### src/rtl/cmd_frame_rx.sv
// cmd_frame_rx: receives 5-byte command frames (SYNC, ADDR, DATA_HI, DATA_LO, CHK)
// from a UART byte stream and issues register writes for frames whose checksum matches.
// Ports:
//   i_clk_50    - system clock
//   i_rst_n     - asynchronous active-low reset
//   i_rx_dv     - byte-valid strobe; every high cycle is one byte
//   i_rx_byte   - received byte, valid while i_rx_dv=1
//   o_wr_en     - one-cycle register-write strobe
//   o_wr_addr   - address of the last good frame
//   o_wr_data   - data of the last good frame
//   o_frame_err - one-cycle strobe on checksum failure or inter-byte timeout
//   o_err_count - saturating frame-error count
//   o_busy      - high while a frame is in progress
module cmd_frame_rx #(
    parameter logic [7:0]  SYNC_BYTE      = 8'hA5,
    parameter int unsigned TIMEOUT_CYCLES = 500000
) (
    input  logic        i_clk_50,
    input  logic        i_rst_n,
    input  logic        i_rx_dv,
    input  logic [7:0]  i_rx_byte,
    output logic        o_wr_en,
    output logic [7:0]  o_wr_addr,
    output logic [15:0] o_wr_data,
    output logic        o_frame_err,
    output logic [7:0]  o_err_count,
    output logic        o_busy
);

    localparam int unsigned CNT_W = (TIMEOUT_CYCLES > 2) ? $clog2(TIMEOUT_CYCLES) : 1;
    localparam logic [CNT_W-1:0] CNT_LAST = CNT_W'(TIMEOUT_CYCLES - 1);

    localparam logic [2:0] IDLE     = 3'd0;
    localparam logic [2:0] GET_ADDR = 3'd1;
    localparam logic [2:0] GET_HI   = 3'd2;
    localparam logic [2:0] GET_LO   = 3'd3;
    localparam logic [2:0] GET_CHK  = 3'd4;

    logic [2:0]       state, state_next;
    logic [CNT_W-1:0] tmo_cnt, tmo_cnt_next;
    logic [7:0]       addr_q, addr_next;
    logic [7:0]       hi_q, hi_next;
    logic [7:0]       lo_q, lo_next;
    logic             wr_en_next;
    logic [7:0]       wr_addr_next;
    logic [15:0]      wr_data_next;
    logic             frame_err_next;
    logic [7:0]       err_count_next;
    logic             busy_next;
    logic [7:0]       sum;
    logic             timeout;

    assign sum = addr_q + hi_q + lo_q;

    // An arriving byte suppresses the timeout in the same cycle.
    assign timeout = (state != IDLE) && !i_rx_dv && (tmo_cnt == CNT_LAST);

    // Next-state and next-output logic.
    always_comb begin
        state_next     = state;
        tmo_cnt_next   = tmo_cnt;
        addr_next      = addr_q;
        hi_next        = hi_q;
        lo_next        = lo_q;
        wr_en_next     = 1'b0;
        wr_addr_next   = o_wr_addr;
        wr_data_next   = o_wr_data;
        frame_err_next = 1'b0;
        err_count_next = o_err_count;

        if (state == IDLE || i_rx_dv) begin
            tmo_cnt_next = '0;
        end else begin
            tmo_cnt_next = tmo_cnt + CNT_W'(1);
        end

        if (i_rx_dv) begin
            case (state)
                IDLE: begin
                    if (i_rx_byte == SYNC_BYTE) begin
                        state_next = GET_ADDR;
                    end
                end
                GET_ADDR: begin
                    addr_next  = i_rx_byte;
                    state_next = GET_HI;
                end
                GET_HI: begin
                    hi_next    = i_rx_byte;
                    state_next = GET_LO;
                end
                GET_LO: begin
                    lo_next    = i_rx_byte;
                    state_next = GET_CHK;
                end
                GET_CHK: begin
                    if (i_rx_byte == sum) begin
                        wr_en_next   = 1'b1;
                        wr_addr_next = addr_q;
                        wr_data_next = {hi_q, lo_q};
                    end else begin
                        frame_err_next = 1'b1;
                    end
                    state_next = IDLE;
                end
                default: state_next = IDLE;
            endcase
        end else if (timeout) begin
            frame_err_next = 1'b1;
            state_next     = IDLE;
        end

        if (frame_err_next && (o_err_count != 8'hFF)) begin
            err_count_next = o_err_count + 8'd1;
        end

        busy_next = (state_next != IDLE);
    end

    // State, payload and output registers.
    always_ff @(posedge i_clk_50 or negedge i_rst_n) begin
        if (!i_rst_n) begin
            state       <= IDLE;
            tmo_cnt     <= '0;
            addr_q      <= '0;
            hi_q        <= '0;
            lo_q        <= '0;
            o_wr_en     <= 1'b0;
            o_wr_addr   <= '0;
            o_wr_data   <= '0;
            o_frame_err <= 1'b0;
            o_err_count <= '0;
            o_busy      <= 1'b0;
        end else begin
            state       <= state_next;
            tmo_cnt     <= tmo_cnt_next;
            addr_q      <= addr_next;
            hi_q        <= hi_next;
            lo_q        <= lo_next;
            o_wr_en     <= wr_en_next;
            o_wr_addr   <= wr_addr_next;
            o_wr_data   <= wr_data_next;
            o_frame_err <= frame_err_next;
            o_err_count <= err_count_next;
            o_busy      <= busy_next;
        end
    end

endmodule

### config.mk
export PLATFORM = sky130hd
export DESIGN_NAME = cmd_frame_rx
export DESIGN_NICKNAME = d
export VERILOG_FILES = /design/src/rtl/cmd_frame_rx.sv
export SDC_FILE = /design/constraint.sdc
export NUM_CORES = 1
export LEC_CHECK = 0
export ABC_AREA = 1
export CELL_PAD_IN_SITES_DETAIL_PLACEMENT = 0
export CELL_PAD_IN_SITES_GLOBAL_PLACEMENT = 1
export CORE_MARGIN = 2
export CORE_UTILIZATION = 42
export CTS_CLUSTER_SIZE = 14
export DETAILED_ROUTE_END_ITERATION = 12
export GPL_ROUTABILITY_DRIVEN = 0
export PLACE_DENSITY = 0.77
export SYNTH_ARGS = -nofsm -noshare
export SYNTH_HDL_FRONTEND = slang
export SYNTH_SLANG_ARGS = --single-unit
### constraint.sdc
create_clock -name i_clk_50 -period 3.1 [get_ports i_clk_50]
set_input_delay 0.465 -clock i_clk_50 [delete_from_list [all_inputs] [get_ports i_clk_50]]
set_output_delay 0.465 -clock i_clk_50 [all_outputs]
set_load 0.02 [all_outputs]
# Word level (Yosys, flattened, before mapping)
# Cells that the tools add are included.
# Widths: inputs -> output; s select.
[word_totals]
ff_bits = 81
inputBits = 11
output_inout_bits = 35
wordCells = 47
[classes]
add_sub_neg = 4
n_eq_ne = 8
muxes = 12
n_reduce_logical = 12
[op_table]
columns = ["operator", "n"]
rows = [
  ["$add 19x1->19 const B", 1],
  ["$eq 19x19->1 const B", 1],
  ["$mux 19", 1],
  ["$add 8x8->8", 2],
  ["$pmux 3 s4", 1],
  ["$mux 3", 3],
  ["$add 8x1->8 const B", 1],
  ["$eq 8x8->1", 1],
  ["$eq 8x8->1 const B", 1],
  ["$ne 8x8->1 const B", 1],
  ["$mux 1", 7],
  ["$eq 3x2->1 const B", 2],
  ["$reduce_and 2->1", 3],
  ["$reduce_bool 3->1", 2],
  ["$eq 3x1->1 const B", 1],
  ["$eq 3x3->1 const B", 1],
  ["$logic_and 1x1->1", 3],
  ["$logic_not 3->1", 1],
  ["$reduce_and 3->1", 1],
  ["$logic_not 1->1", 1],
  ["$logic_or 1x1->1", 1],
]

# Longest topological paths before layout
[depth]
word_depth = 7
depth_mapped = 19
depth_no_buf = 19

# Worst setup path before layout
# No wires, ideal clock.
[synth_path]
path_type = "register to register"
startpoint = "reg addr_q[1]"
endpoint = "reg o_wr_addr[1]"
arrival_time_ns = 2.494
required_time_ns = 2.983
slack_ns = 0.489
path_stages_with_launch = 16
n_path_buf = 2
period_less_slack_ns = 2.611
path_cell_list = "dfrtp_1 -> fa_1 -> ha_1 -> fa_1 -> inv_1 -> nor2_2 -> nor2_1 -> nand2_1 -> nand2_1 -> nand3_1 -> nor2_2 -> nand3_2 -> buf_6 -> buf_6 -> nand2_2 -> nand2_1"
[synth_between]
elab_chain_cells = 4
[synth_lines]
columns = ["element", "line_no", "source"]
rows = [
  ["start: declaration", "41", "logic [7:0] addr_q, addr_next;"],
  ["start signal: assignment", "137", "addr_q <= addr_next;"],
  ["$add 8x8->8 (2 in series)", "53", "assign sum = addr_q + hi_q + lo_q;"],
  ["$eq 8x8->1", "97", "if (i_rx_byte == sum) begin"],
  ["$reduce_and 3->1 (no source line)", "-", ""],
  ["end signal: assignment", "141", "o_wr_addr <= wr_addr_next;"],
  ["end: declaration", "23", "output logic [7:0] o_wr_addr,"],
]
# Several ways; a longest one is shown, not always the timed one.
# A chain may end at the register's enable or synchronous reset.

# Final worst setup path
[layout_path]
startpoint = "reg addr_q[1]"
endpoint = "reg o_err_count[7]"
[layout_between]
elab_chain_cells = 7
[layout_lines]
columns = ["element", "line_no", "source"]
rows = [
  ["$add 8x8->8 (2 in series)", "53", ""],
  ["$eq 8x8->1", "97", ""],
  ["$mux 1", "97", ""],
  ["$mux 1", "78", "case (state)"],
  ["$mux 1", "77", "if (i_rx_dv) begin"],
  ["named net frame_err_next", "47", "logic frame_err_next;"],
  ["$logic_and 1x1->1", "113", "if (frame_err_next && (o_err_count != 8'hFF)) begin"],
  ["end signal: assignment", "144", "o_err_count <= err_count_next;"],
  ["end: declaration", "26", "output logic [7:0] o_err_count,"],
]
# The timed path passes the listed nets, and every way through them passes these cells.

==> out/qor.txt <==
Cells after Synth - 491
Fin crit share - 0.894
Post-Synth Simple-Gate Area - 0.272
WP data required - 3390 ps
Initial antenna violation count - 0
Synth area leader - dfrtp_1
Routed Wire Length - 8.83 mm
Total GRT Usage - 0.182
Primary FF master, synth - dfrtp_1
Endpoints failing setup - 0
RSZ-0062 raised after global routing - false
Slowest library cell on the worst path - fa_1
Slew HR - 0.318
Yosys top cell area share - 0.494
Measured slew at the worst slew-check pin - 1020 ps
Clk sinks - 81
Crit path buffers/inverters - 1
Layout Utilization - 0.509
Most used cell, CP - nand2_1
Initial Util - 0.426
Post-CTS setup buffer count - 0
First-pass GRT wire length - 14.9 mm
Max_cap viols - 0
Largest net degree at the start of global routing - 82
Via/cell ratio - 4.74
Maximum clock path buffer count - 2
Vias in the first global route - 3186
Routed WL per cell - 13.0 um
Crit path kind - reg -> reg
Most common library cells after synthesis - nand2_1, dfrtp_1, inv_1
Synth Warn # - 0
Compound-Gate Fraction of Synth Area - 0.0744
Detail Placement HPWL - 6.35 mm
Cts bufs inserted - 9
CTS clk-pin slew, worst paths - 90 ps
Die H - 103 um
H-tree lvl count - 3
Worst Path Arrival - 3060 ps
Largest family of logic cells by synthesized area - simple AND/OR/NAND/NOR gates
Synthesized flop and latch total - 81
Post-synth ARST share - 1.00
Seq/Total Area, Yosys - 0.494
Startpoint Class - register
Syn avg cell area - 8.36 sq um
Clock Latency Late Sink - 350 ps
Nets - 569
Synthesis-to-layout area growth - 19.6%
Worst Skew - 12.6 ps
Outcome - finished, final reports clean
Pwr/cell area - 809 nW/um^2
Final worst slack - 328 ps
GRT Residual Overflow - 0
Final Critical Period - 2770 ps
Slowest stage delay, CP - 480 ps
Via count - 3226
Max FO, Critical Path - 10
Synth Area in XOR/XNOR - 0.0256
Number of flops mapped to enable cells by yosys - 0
Clock Tree Root - clkbuf_8
Die Width - 103 um
Max frequency - 361 MHz
Crit end category - register
Library cell with the highest instance count after synthesis - nand2_1
Final ANT Viol Nets - 0
Die Footprint - 10600 sq um
CTS Hold Bufs - 0
Place WS - 329 ps
Layout cells sized above 1 - 0.0859
I/O Buffers - 45
Delay-heaviest family, CP - adder cells
CTS tree - done
Yosys cell types - 32
Final Hold Viols - 0
Synth area leaders - dfrtp_1, nand2_1, inv_1, o21ai_0, fa_1
Critical-path cell list - fa_1 -> ha_1 -> fa_1 -> inv_1 -> nor2_2 -> nor2_1 -> nand2_1 -> nand2_1 -> nand3_1 -> nor2_2 -> nand2_1 -> nand2_1 -> nand2_4 -> nand2_4 -> nand2_1 -> nand2_1
Setup tns final - 0 ps
Post-CTS resize count - 0
Total Power - 3.97 mW
Initial DRT Pass Iterations - 4
Worst hold margin - 253 ps
Post-Synth Adder-Cell Area - 0.0634
Boundary Pins - 46
Peak VDD IR - 305 uV
Worst hold path class - in -> async
Site Rows - 36
Ant. Diodes - 0
Drt drc - 0
Leak - 2.44 nW
Core Area - 9640 sq um
Syn_nets - 518
Max Slew Vio Count - 0
Mapped Area - 4100 sq um
Post-synthesis mux area share - 0
Iter 0 DRT Violations - 107
## sequential cells by signal, summed over array words and instances (netlist names), 3 cells and up
name,cells
addr_q,8
hi_q,8
lo_q,8
o_err_count,8
o_wr_addr,8
o_wr_data,16
state,3
tmo_cnt,19
## cells by family (layout without fill, tap and decap cells)
kind of cell	Yosys count	count (layout)
compound gates	56	56
simple gates	255	255
xor+xnor	12	12
fa+ha+maj	16	16
flops	81	81
buf+inv	71	127
## report_power, final
group	internal [mW]	switching, mW	total [mW]	leakage, nW
combinational	0.688	1.03	1.72	1.25
clock	0.419	0.398	0.817	0.0982
sequential	1.25	0.186	1.43	1.09
## per-stage QoR
stage	cells	area [sq um]
after floorplan	491	4100
after global placement	664	4690
after detailed placement	664	4690
after CTS	680	4910
after global routing	680	4910
final	680	4910
## worst register-to-register path: stages (launching register included)
cell and delay (ps):
dfrtp_1 420, fa_1 480, ha_1 260, fa_1 400
inv_1 90, nor2_2 50, nor2_1 150, nand2_1 70
nand2_1 70, nand3_1 80, nor2_2 120, nand2_1 60
nand2_1 100, nand2_4 110, nand2_4 130, nand2_1 70
nand2_1 70
## layout make-up
| type | count | area (sq um) |
|---|---|---|
| multi-input combinational | 339 | 1790 |
| timing repair buffer | 50 | 485 |
| inverter | 61 | 229 |
| clock inverter | 5 | 61.3 |
| sequential | 81 | 2030 |
| fill | 962 | 4730 |
| clock buffer | 11 | 151 |
| tap | 133 | 166 |
## placed cells by master (no fill, tap or decap), drive strengths merged, types with 3 or more instances in the layout
cell type and n:
inv 62, fa 8, nand3 28, o21ai 35, buf 6, nand4 10
a21oi 12, dfrtp 81, nand2 179, xnor2 5, ha 8, clkdlybuf4s50 44
o21bai 3, a211oi 3, clkbuf 11, nor2 26, xor2 7, nor4 3
nor3 8, clkinvlp 3
## final timing paths
path                            slack (ps)                 startpoint                         end  depth (start not counted)
worst max-delay path                   330      addr_q[1]$_DFFE_PN0P_  o_err_count[7]$_DFFE_PN0P_                         16
worst min-delay path                   250                    i_rst_n           o_wr_en$_DFF_PN0_                          1
worst max register to register         330      addr_q[1]$_DFFE_PN0P_  o_err_count[7]$_DFFE_PN0P_                         16
worst min register to register         480  o_wr_data[11]$_DFFE_PN0P_   o_wr_data[11]$_DFFE_PN0P_                          2
max in group asynchronous             2150                    i_rst_n       tmo_cnt[15]$_DFF_PN0_                          1
min in group i_clk_50                  480  o_wr_data[11]$_DFFE_PN0P_   o_wr_data[11]$_DFFE_PN0P_                          2
## routing by layer
layer	part of all wire	global-route usage	up-vias	wire length, um
li1	-	-	1651	-
met1	0.47	0.236	1510	4110
met2	0.49	0.310	50	4310
met3	0.029	0.0325	15	257
met4	0.017	0.0648	0	147
met5	0	0	-	0
Power figures use the tool's default switching activity.
